## src/rtl/debug_spi_tx.sv

```systemverilog
`default_nettype none
// ============================================================================
// Module   : debug_spi_tx
// Purpose  : Buffers captured CPU debug bytes in a FIFO and shifts them out
//            to an external SPI master (mode 0, MSB first). The SPI clock and
//            chip select are sampled through 2-flop synchronizers into i_clk.
// Revision : 1.0 - initial release
// ============================================================================
module debug_spi_tx #(
    parameter int         DEPTH     = 16,
    parameter logic [7:0] IDLE_BYTE = 8'h00
) (
    input  logic                       i_clk,
    input  logic                       i_rst_n,
    input  logic [7:0]                 i_data,
    input  logic                       i_capture,
    input  logic                       i_clr_ovf,
    input  logic                       i_spi_clk,
    input  logic                       i_csn,
    output logic                       o_miso,
    output logic                       o_datasent,
    output logic [$clog2(DEPTH):0]     o_fifo_count,
    output logic                       o_overflow,
    output logic                       o_busy
);

    localparam int               c_AW   = $clog2(DEPTH);
    localparam int               c_CW   = c_AW + 1;
    localparam logic [c_AW:0]    c_FULL = DEPTH[c_AW:0];

    typedef enum logic [1:0] {
        S_IDLE  = 2'd0,
        S_LOAD  = 2'd1,
        S_SHIFT = 2'd2
    } state_t;

    // Synchronizer chains; stage 3 is the previous synchronized value for edge detection
    logic r_sck_s1, r_sck_s2, r_sck_s3;
    logic r_csn_s1, r_csn_s2, r_csn_s3;

    // FIFO storage
    logic [7:0]      r_mem [DEPTH];
    logic [c_AW-1:0] r_wr_ptr;
    logic [c_AW-1:0] r_rd_ptr;
    logic [c_AW:0]   r_count;
    logic            r_overflow;

    // Shifter state
    state_t          r_state;
    logic [7:0]      r_shift;
    logic [2:0]      r_bit_cnt;
    logic            r_load_pending;
    logic            r_real;
    logic            r_datasent;

    logic            w_sck_rise;
    logic            w_sck_fall;
    logic            w_csn_fall;
    logic            w_csn_rise;
    logic            w_full;
    logic            w_empty;
    logic            w_pop;
    logic            w_push;
    logic            w_drop;
    logic [7:0]      w_head;

    // SCK edges only count while chip select is (synchronized) low
    assign w_sck_rise = r_sck_s2 & ~r_sck_s3 & ~r_csn_s2;
    assign w_sck_fall = ~r_sck_s2 & r_sck_s3 & ~r_csn_s2;
    assign w_csn_fall = ~r_csn_s2 & r_csn_s3;
    assign w_csn_rise = r_csn_s2 & ~r_csn_s3;

    assign w_full  = (r_count == c_FULL);
    assign w_empty = (r_count == '0);
    assign w_head  = r_mem[r_rd_ptr];

    // Pop is decided combinationally so a simultaneous push into a full FIFO can use the freed slot
    assign w_pop  = (r_state == S_SHIFT) & w_sck_rise & (r_bit_cnt == 3'd7) & r_real;
    assign w_push = i_capture & (~w_full | w_pop);
    assign w_drop = i_capture & w_full & ~w_pop;

    assign o_miso       = r_shift[7];
    assign o_datasent   = r_datasent;
    assign o_fifo_count = r_count;
    assign o_overflow   = r_overflow;
    assign o_busy       = (r_state != S_IDLE);

    // Two-flop synchronizers plus one history stage; idle levels are CS high, SCK low
    always_ff @(posedge i_clk or negedge i_rst_n) begin
        if (!i_rst_n) begin
            r_sck_s1 <= 1'b0;
            r_sck_s2 <= 1'b0;
            r_sck_s3 <= 1'b0;
            r_csn_s1 <= 1'b1;
            r_csn_s2 <= 1'b1;
            r_csn_s3 <= 1'b1;
        end else begin
            r_sck_s1 <= i_spi_clk;
            r_sck_s2 <= r_sck_s1;
            r_sck_s3 <= r_sck_s2;
            r_csn_s1 <= i_csn;
            r_csn_s2 <= r_csn_s1;
            r_csn_s3 <= r_csn_s2;
        end
    end

    // FIFO data array; contents are don't-care until written, so no reset
    always_ff @(posedge i_clk) begin
        if (w_push) begin
            r_mem[r_wr_ptr] <= i_data;
        end
    end

    // FIFO pointers, occupancy and sticky overflow (a drop outranks a clear)
    always_ff @(posedge i_clk or negedge i_rst_n) begin
        if (!i_rst_n) begin
            r_wr_ptr   <= '0;
            r_rd_ptr   <= '0;
            r_count    <= '0;
            r_overflow <= 1'b0;
        end else begin
            if (w_push) begin
                r_wr_ptr <= r_wr_ptr + c_AW'(1);
            end
            if (w_pop) begin
                r_rd_ptr <= r_rd_ptr + c_AW'(1);
            end
            if (w_push && !w_pop) begin
                r_count <= r_count + c_CW'(1);
            end else if (w_pop && !w_push) begin
                r_count <= r_count - c_CW'(1);
            end
            if (w_drop) begin
                r_overflow <= 1'b1;
            end else if (i_clr_ovf) begin
                r_overflow <= 1'b0;
            end
        end
    end

    // Frame state machine: load a byte on CS fall, shift on SCK fall, pop after the 8th SCK rise
    always_ff @(posedge i_clk or negedge i_rst_n) begin
        if (!i_rst_n) begin
            r_state        <= S_IDLE;
            r_shift        <= 8'h00;
            r_bit_cnt      <= 3'd0;
            r_load_pending <= 1'b0;
            r_real         <= 1'b0;
            r_datasent     <= 1'b0;
        end else begin
            r_datasent <= w_pop;
            if (w_csn_rise) begin
                // Aborted frame: the head byte stays in the FIFO
                r_state        <= S_IDLE;
                r_shift        <= 8'h00;
                r_bit_cnt      <= 3'd0;
                r_load_pending <= 1'b0;
                r_real         <= 1'b0;
            end else begin
                case (r_state)
                    S_IDLE: begin
                        r_shift <= 8'h00;
                        if (w_csn_fall) begin
                            r_state <= S_LOAD;
                        end
                    end
                    S_LOAD: begin
                        r_shift        <= w_empty ? IDLE_BYTE : w_head;
                        r_real         <= ~w_empty;
                        r_bit_cnt      <= 3'd0;
                        r_load_pending <= 1'b0;
                        r_state        <= S_SHIFT;
                    end
                    S_SHIFT: begin
                        if (w_sck_rise) begin
                            r_bit_cnt <= r_bit_cnt + 3'd1;
                            if (r_bit_cnt == 3'd7) begin
                                r_load_pending <= 1'b1;
                            end
                        end else if (w_sck_fall) begin
                            if (r_load_pending) begin
                                // Head has already advanced past the byte just sent
                                r_shift        <= w_empty ? IDLE_BYTE : w_head;
                                r_real         <= ~w_empty;
                                r_bit_cnt      <= 3'd0;
                                r_load_pending <= 1'b0;
                            end else begin
                                r_shift <= {r_shift[6:0], 1'b0};
                            end
                        end
                    end
                    default: begin
                        r_state <= S_IDLE;
                    end
                endcase
            end
        end
    end

endmodule
`default_nettype wire

```

## config.mk

```make
export PLATFORM = sky130hd
export DESIGN_NAME = debug_spi_tx
export DESIGN_NICKNAME = d
export VERILOG_FILES = /design/src/rtl/debug_spi_tx.sv
export SDC_FILE = /design/constraint.sdc
export NUM_CORES = 1
export LEC_CHECK = 0
export ABC_AREA = 1
export BUFFER_PORTS_ARGS = -buffer_cell sky130_fd_sc_hd__buf_2
export CAP_MARGIN = 20
export CORE_UTILIZATION = 30
export CTS_BUF_LIST = sky130_fd_sc_hd__clkbuf_4 sky130_fd_sc_hd__clkbuf_8
export DETAILED_ROUTE_END_ITERATION = 16
export GPL_TIMING_DRIVEN = 1
export MAX_ROUTING_LAYER = met4
export PLACE_DENSITY = 0.53
export SETUP_SLACK_MARGIN = 0.3
export SLEW_MARGIN = 20
export SYNTH_ARGS = -nofsm -noshare
export SYNTH_HDL_FRONTEND = slang
export SYNTH_SLANG_ARGS = --single-unit
```

## constraint.sdc

```tcl
create_clock -name i_clk -period 3.4 [get_ports i_clk]
set_input_delay 0 -clock i_clk [delete_from_list [all_inputs] [get_ports i_clk]]
set_output_delay 0 -clock i_clk [all_outputs]
set_load 0.05 [all_outputs]
```

# After elaboration in Yosys (flattened, before gate mapping)
# Memories as Yosys holds them, arrays and structs flattened.
# Index checks and enable logic that the tools add are counted.
# totals
reg_bits	36
elab_cells	100
mem_count	1
mem_bits_ro	0
inputBits	14
out_inout_bits	9
latchBits	0
mem_bits_rw	128
# memory_table
memory	words	width	rd	rd_ports_with_merged_regs	wr	line_no	source
r_mem	16	8	1	0	1	42	logic [7:0] r_mem [DEPTH];
# op_classes
n_div	0
eq_ne	12
mul	0
reduce_logical	16
add_sub_neg	5
bitwise	20
mux	30
order_cmp	0
n_shift	0
# ops
op	count
$mux W8	5
$pmux W8 S3	1
$and A1 B1 Y1	12
$mux W1	12
$mux W3	4
$ne A3 B3 Y1 const B	4
$mux W5	2
$reduce_and A3 Y1	3
$add A4 B1 Y4 const B	2
$ne A4 B4 Y1 const B	2
$not A1 Y1	7
$pmux W2 S3	1
$pmux W3 S2	1
$reduce_bool A2 Y1	3
$add A5 B1 Y5 const B	1
$eq A5 B5 Y1 const B	1
$logic_not A5 Y1	1
$sub A5 B1 Y5 const B	1
$mux W2	2
$ne A4 B3 Y1 const B	1
$pmux W1 S2	2
$reduce_and A4 Y1	1
$reduce_bool A4 Y1	1
$add A3 B1 Y3 const B	1
other kinds (10)	12

# Longest topological paths before layout
# depth
depth_word	12
ltp_mapped	17
depth_no_buf	17

# Worst setup path after synthesis
# No wires, ideal clock.
# synth_path
kind	register to register
startpoint	register r_bit_cnt[0]
endpoint	register r_count[4] (netlist: o_fifo_count[4])
n_path_buf	0
period_less_slack_ns	2.452
setup_ns	0.067
t_required_ns	3.333
path_stages_with_launch	18
slack_ns	0.948
t_arrival_ns	2.385
cell_sequence	dfrtp_1 > ha_1 > ha_1 > nand3_2 > nor2_8 > inv_2 > nand2_2 > nand2_4 > inv_2 > ha_1 > inv_1 > fa_1 > a21oi_1 > nor2_1 > nor2_1 > xor2_1 > nand2_1 > nand2_1
# synth_via
elab_chain_cells	8
word_cells_on_any_way	11
cone_classes	1 x eq/ne; 1 x mux; 4 x bitwise; 5 x reduce/logical
# synth_lines
element	line_no	source
start, declared	51	logic [2:0] r_bit_cnt;
start signal, assigned	176	r_bit_cnt <= r_bit_cnt + 3'd1;
$eq A3 B3 Y1 *	78	assign w_pop = (r_state == S_SHIFT) & w_sck_rise & (r_bit_cnt == 3'd7) & r_real;
$and A1 B1 Y1 * (2 in a row)	78	
net w_pop	62	logic w_pop;
$or A1 B1 Y1 *	79	assign w_push = i_capture & (~w_full | w_pop);
$and A1 B1 Y1 *	79	
net w_push	63	logic w_push;
$logic_not A1 Y1	130	end else if (w_pop && !w_push) begin
$logic_and A1 B1 Y1	130	
$reduce_bool A2 Y1 (no line)	n/a	
end signal, assigned	129	r_count <= r_count + c_CW'(1);
end signal, assigned	131	r_count <= r_count - c_CW'(1);
end, declared	45	logic [c_AW:0] r_count;
# The timed path passes the listed nets; every way through them passes the cells marked *.
# A chain may end at the register's enable or synchronous reset.

# Worst setup path after layout
# Ends and elaborated chain as after synthesis.

==> results.cfg <==
[clock_tree]
cts_made_buffers = 17
cts_root_buf = clkbuf_8
clock_latency_ps = 470
cts_hold_buf = 14
cts_sinks = 164
htreeDepth = 4
post_cts_buffers = 0
clk_pin_slew_ps = 90
ctsResizeCount = 0
cts.path.max_buffers = 2
cts_tree = yes

[routing]
routed_wl_um = 16200
antenna_left = 0
drt-pass1-iter-count = 4
routed_via_density = 4.31
routedWlPerCell_um = 14.2
num_vias = 4900
drcViolationCount = 0
drt_iter0_drc = 253

[logic_synthesis]
yosys-top-cells-area = edfxtp_1 (52%), nand2_1 (11%), dfrtp_1 (11%)
netlist_area_um2 = 7460
yosysWarnings = 0
synthesis.instances = 753
synth.distinct_cells = 34
ys_seq_elements = 164
syn_nets = 783
seq_area_frac_synth_pct = 63.7
synth_area_per_cell_um2 = 9.91
synth_area_leader_cell = edfxtp_1
synth_top_area_share_pct = 51.5

[floorplan]
ios = 23
die_w_um = 160
die_h_um = 160
die-area_um2 = 25500
fp.coreArea_um2 = 24300
core.rowCount = 57
start_util_pct = 30.7

[job]
cap_violations = 0

[final_layout]
syn_to_final_growth_pct = 14.5
num_antenna_cells = 0
n_fill_cell = 2448
design_area_um2 = 8540
mostFrequentLayoutCell = nand2_1
seq_area_um2 = 4750
nNetsFinal = 831
final_cell_mix = nand2_1 (225), inv_1 (128), edfxtp_1 (128)
drive_gt1_share_pct = 11.4
multi_input_area_um2 = 2070

[run_status]
outcome = completed

[setup_path]
path_common_cell = ha_1
critPathRequiredTime_ps = 3810
criticalPathCategory = register to register
cp-start-kind = register
critPathMaxFanout = 17
critPathBufInv = 3
cp.arrival_ps = 3190
critPathTopFamily = adder cells
cp_slowest_cell = fa_1
crit_chain = ha_1 > ha_1 > nand3_2 > nor2_8 > inv_2 > nand2_2 > nand2_4 > inv_2 > ha_1 > inv_1 > fa_1 > a21oi_1 > nor2_1 > nor2_1 > xor2_1 > nand2_1 > nand2_1
slowest_delay_ps = 420
crit_path_end_kind = register

[placed_design]
placed_cell_area_um2 = 7980
globalplace.congestion = 0.810
dp_hpwl_um = 10200
port-buffer-count = 22
dpl_worst_slack_ps = 642

[sta]
rsz0062_at_grt = no
period_share_pct = 81.8
tightest_slew_ps = 853
fmax_mhz = 359
fin_tns_setup_ps = 0
setup_viol = 0
fin_ws_ps = 618
drv_slew = 0
maxSlewHeadroom_pct = 42.9
skew_ps = 14.3
hold_violations = 0
min_period_ps = 2780

[global_route]
grt_max_degree = 69
grt.total_usage_pct = 14.1
antenna_found_initial = 0
overflow = 0
grt_pass1_vias = 4882
grt_pass1_wl_um = 26300

[power_and_ir_drop]
p_per_area_nw_per_um2 = 592
vdd_drop_max_mv = 0.270
leakagePower_nw = 3.76

[worst_hold_path]
hp-class = input port to asynchronous set/reset pin
per-layer routing:
metal | wire, um | global-route usage [%] | vias up
met5 | 0 | - | -
met4 | 256 | 5.03 | 0
met3 | 513 | 2.96 | 20
met2 | 8060 | 23.6 | 63
met1 | 7330 | 16.7 | 2313
li1 | - | - | 2504
cell usage after synthesis:
cell type / instances
nand3_2: 2
buf_6: 3
nor2_8: 1
o21ai_0: 12
clkinv_1: 1
buf_1: 1
dfrtp_1: 33
nand3_1: 97
nor3_2: 1
clkbuf_1: 5
nor3_1: 14
nand2_4: 1
o211ai_1: 2
a31oi_1: 1
nor2_1: 34
nor2_4: 2
buf_2: 14
inv_2: 5
buf_4: 2
nand2_1: 225
fa_1: 1
nand2_2: 4
a21boi_0: 1
nand4_1: 1
ha_1: 15
nand3b_1: 1
a21oi_1: 4
inv_1: 128
nand4_2: 1
dfstp_2: 3
edfxtp_1: 128
xnor2_1: 1
xor2_1: 7
o32ai_1: 2
sequential cells by signal, indices dropped and copies added, names as in the netlist:
signal          flops
r_mem             128
o_fifo_count        5
o_datasent          1
o_overflow          1
r_csn_s1            1
r_state             2
r_csn_s2            1
r_sck_s1            1
r_load_pending      1
r_csn_s3            1
r_rd_ptr            4
r_wr_ptr            4
r_real              1
r_bit_cnt           3
r_sck_s3            1
r_sck_s2            1
r_shift             8
cell type report:
class,instances,area share (%)
clock buffer,24,3.72
clock inverter,8,1.14
inverter,134,5.89
multi-input combinational,430,24.2
sequential,164,55.6
tap,324,4.75
timing repair buffer,54,4.66
per-stage QoR:
step | cells | power, mW | util, % | hold WS (ps)
after floorplan | 753 | 3.32 | - | -296
after global placement | 1092 | 3.62 | 32.8 | 107
after global routing | 1138 | 5.32 | 35.1 | 141
final | 1138 | 5.05 | 35.1 | 157
after CTS | 1138 | 5.10 | 35.1 | 148
after detailed placement | 1092 | 3.63 | 32.8 | 109
logic make-up after synthesis:
logic type,share of synthesized area [%]
AND/OR/NAND/NOR,22.3
adder cells (fa/ha/maj),2.78
XOR/XNOR,0.939
flip-flops,63.7
buffers and inverters,8.64
AO/OA/AOI/OAI,1.69
power breakdown:
part	leakage (nW)	switching, mW	internal [mW]
sequential	1.62	0.107	2.40
clock	0.220	0.699	0.764
combinational	1.93	0.758	0.318
worst register-to-register path: stages (launching register included):
cell	delay, ps
dfrtp_1	380
ha_1	160
ha_1	180
nand3_2	130
nor2_8	180
inv_2	70
nand2_2	80
nand2_4	120
inv_2	140
ha_1	180
inv_1	100
fa_1	420
a21oi_1	160
nor2_1	60
nor2_1	110
xor2_1	150
nand2_1	60
nand2_1	50
worst paths after layout:
kind / startpoint / end / slack (ps) / cells past startpoint
hold reg to reg: r_sck_s1$_DFF_PN0_ / r_sck_s2$_DFF_PN0_ / 360 / 0
min in group i_clk: i_spi_clk / r_sck_s1$_DFF_PN0_ / 170 / 2
setup / recovery: r_bit_cnt[0]$_DFFE_PN0P_ / o_fifo_count[4]$_DFFE_PN0P_ / 620 / 17
hold / removal: i_rst_n / r_state[0]$_DFFE_PN0P_ / 160 / 2
max in group asynchronous: i_rst_n / r_rd_ptr[0]$_DFFE_PN0N_ / 2680 / 2
setup reg to reg: r_bit_cnt[0]$_DFFE_PN0P_ / o_fifo_count[4]$_DFFE_PN0P_ / 620 / 17
Power figures use the tool's default switching activity.
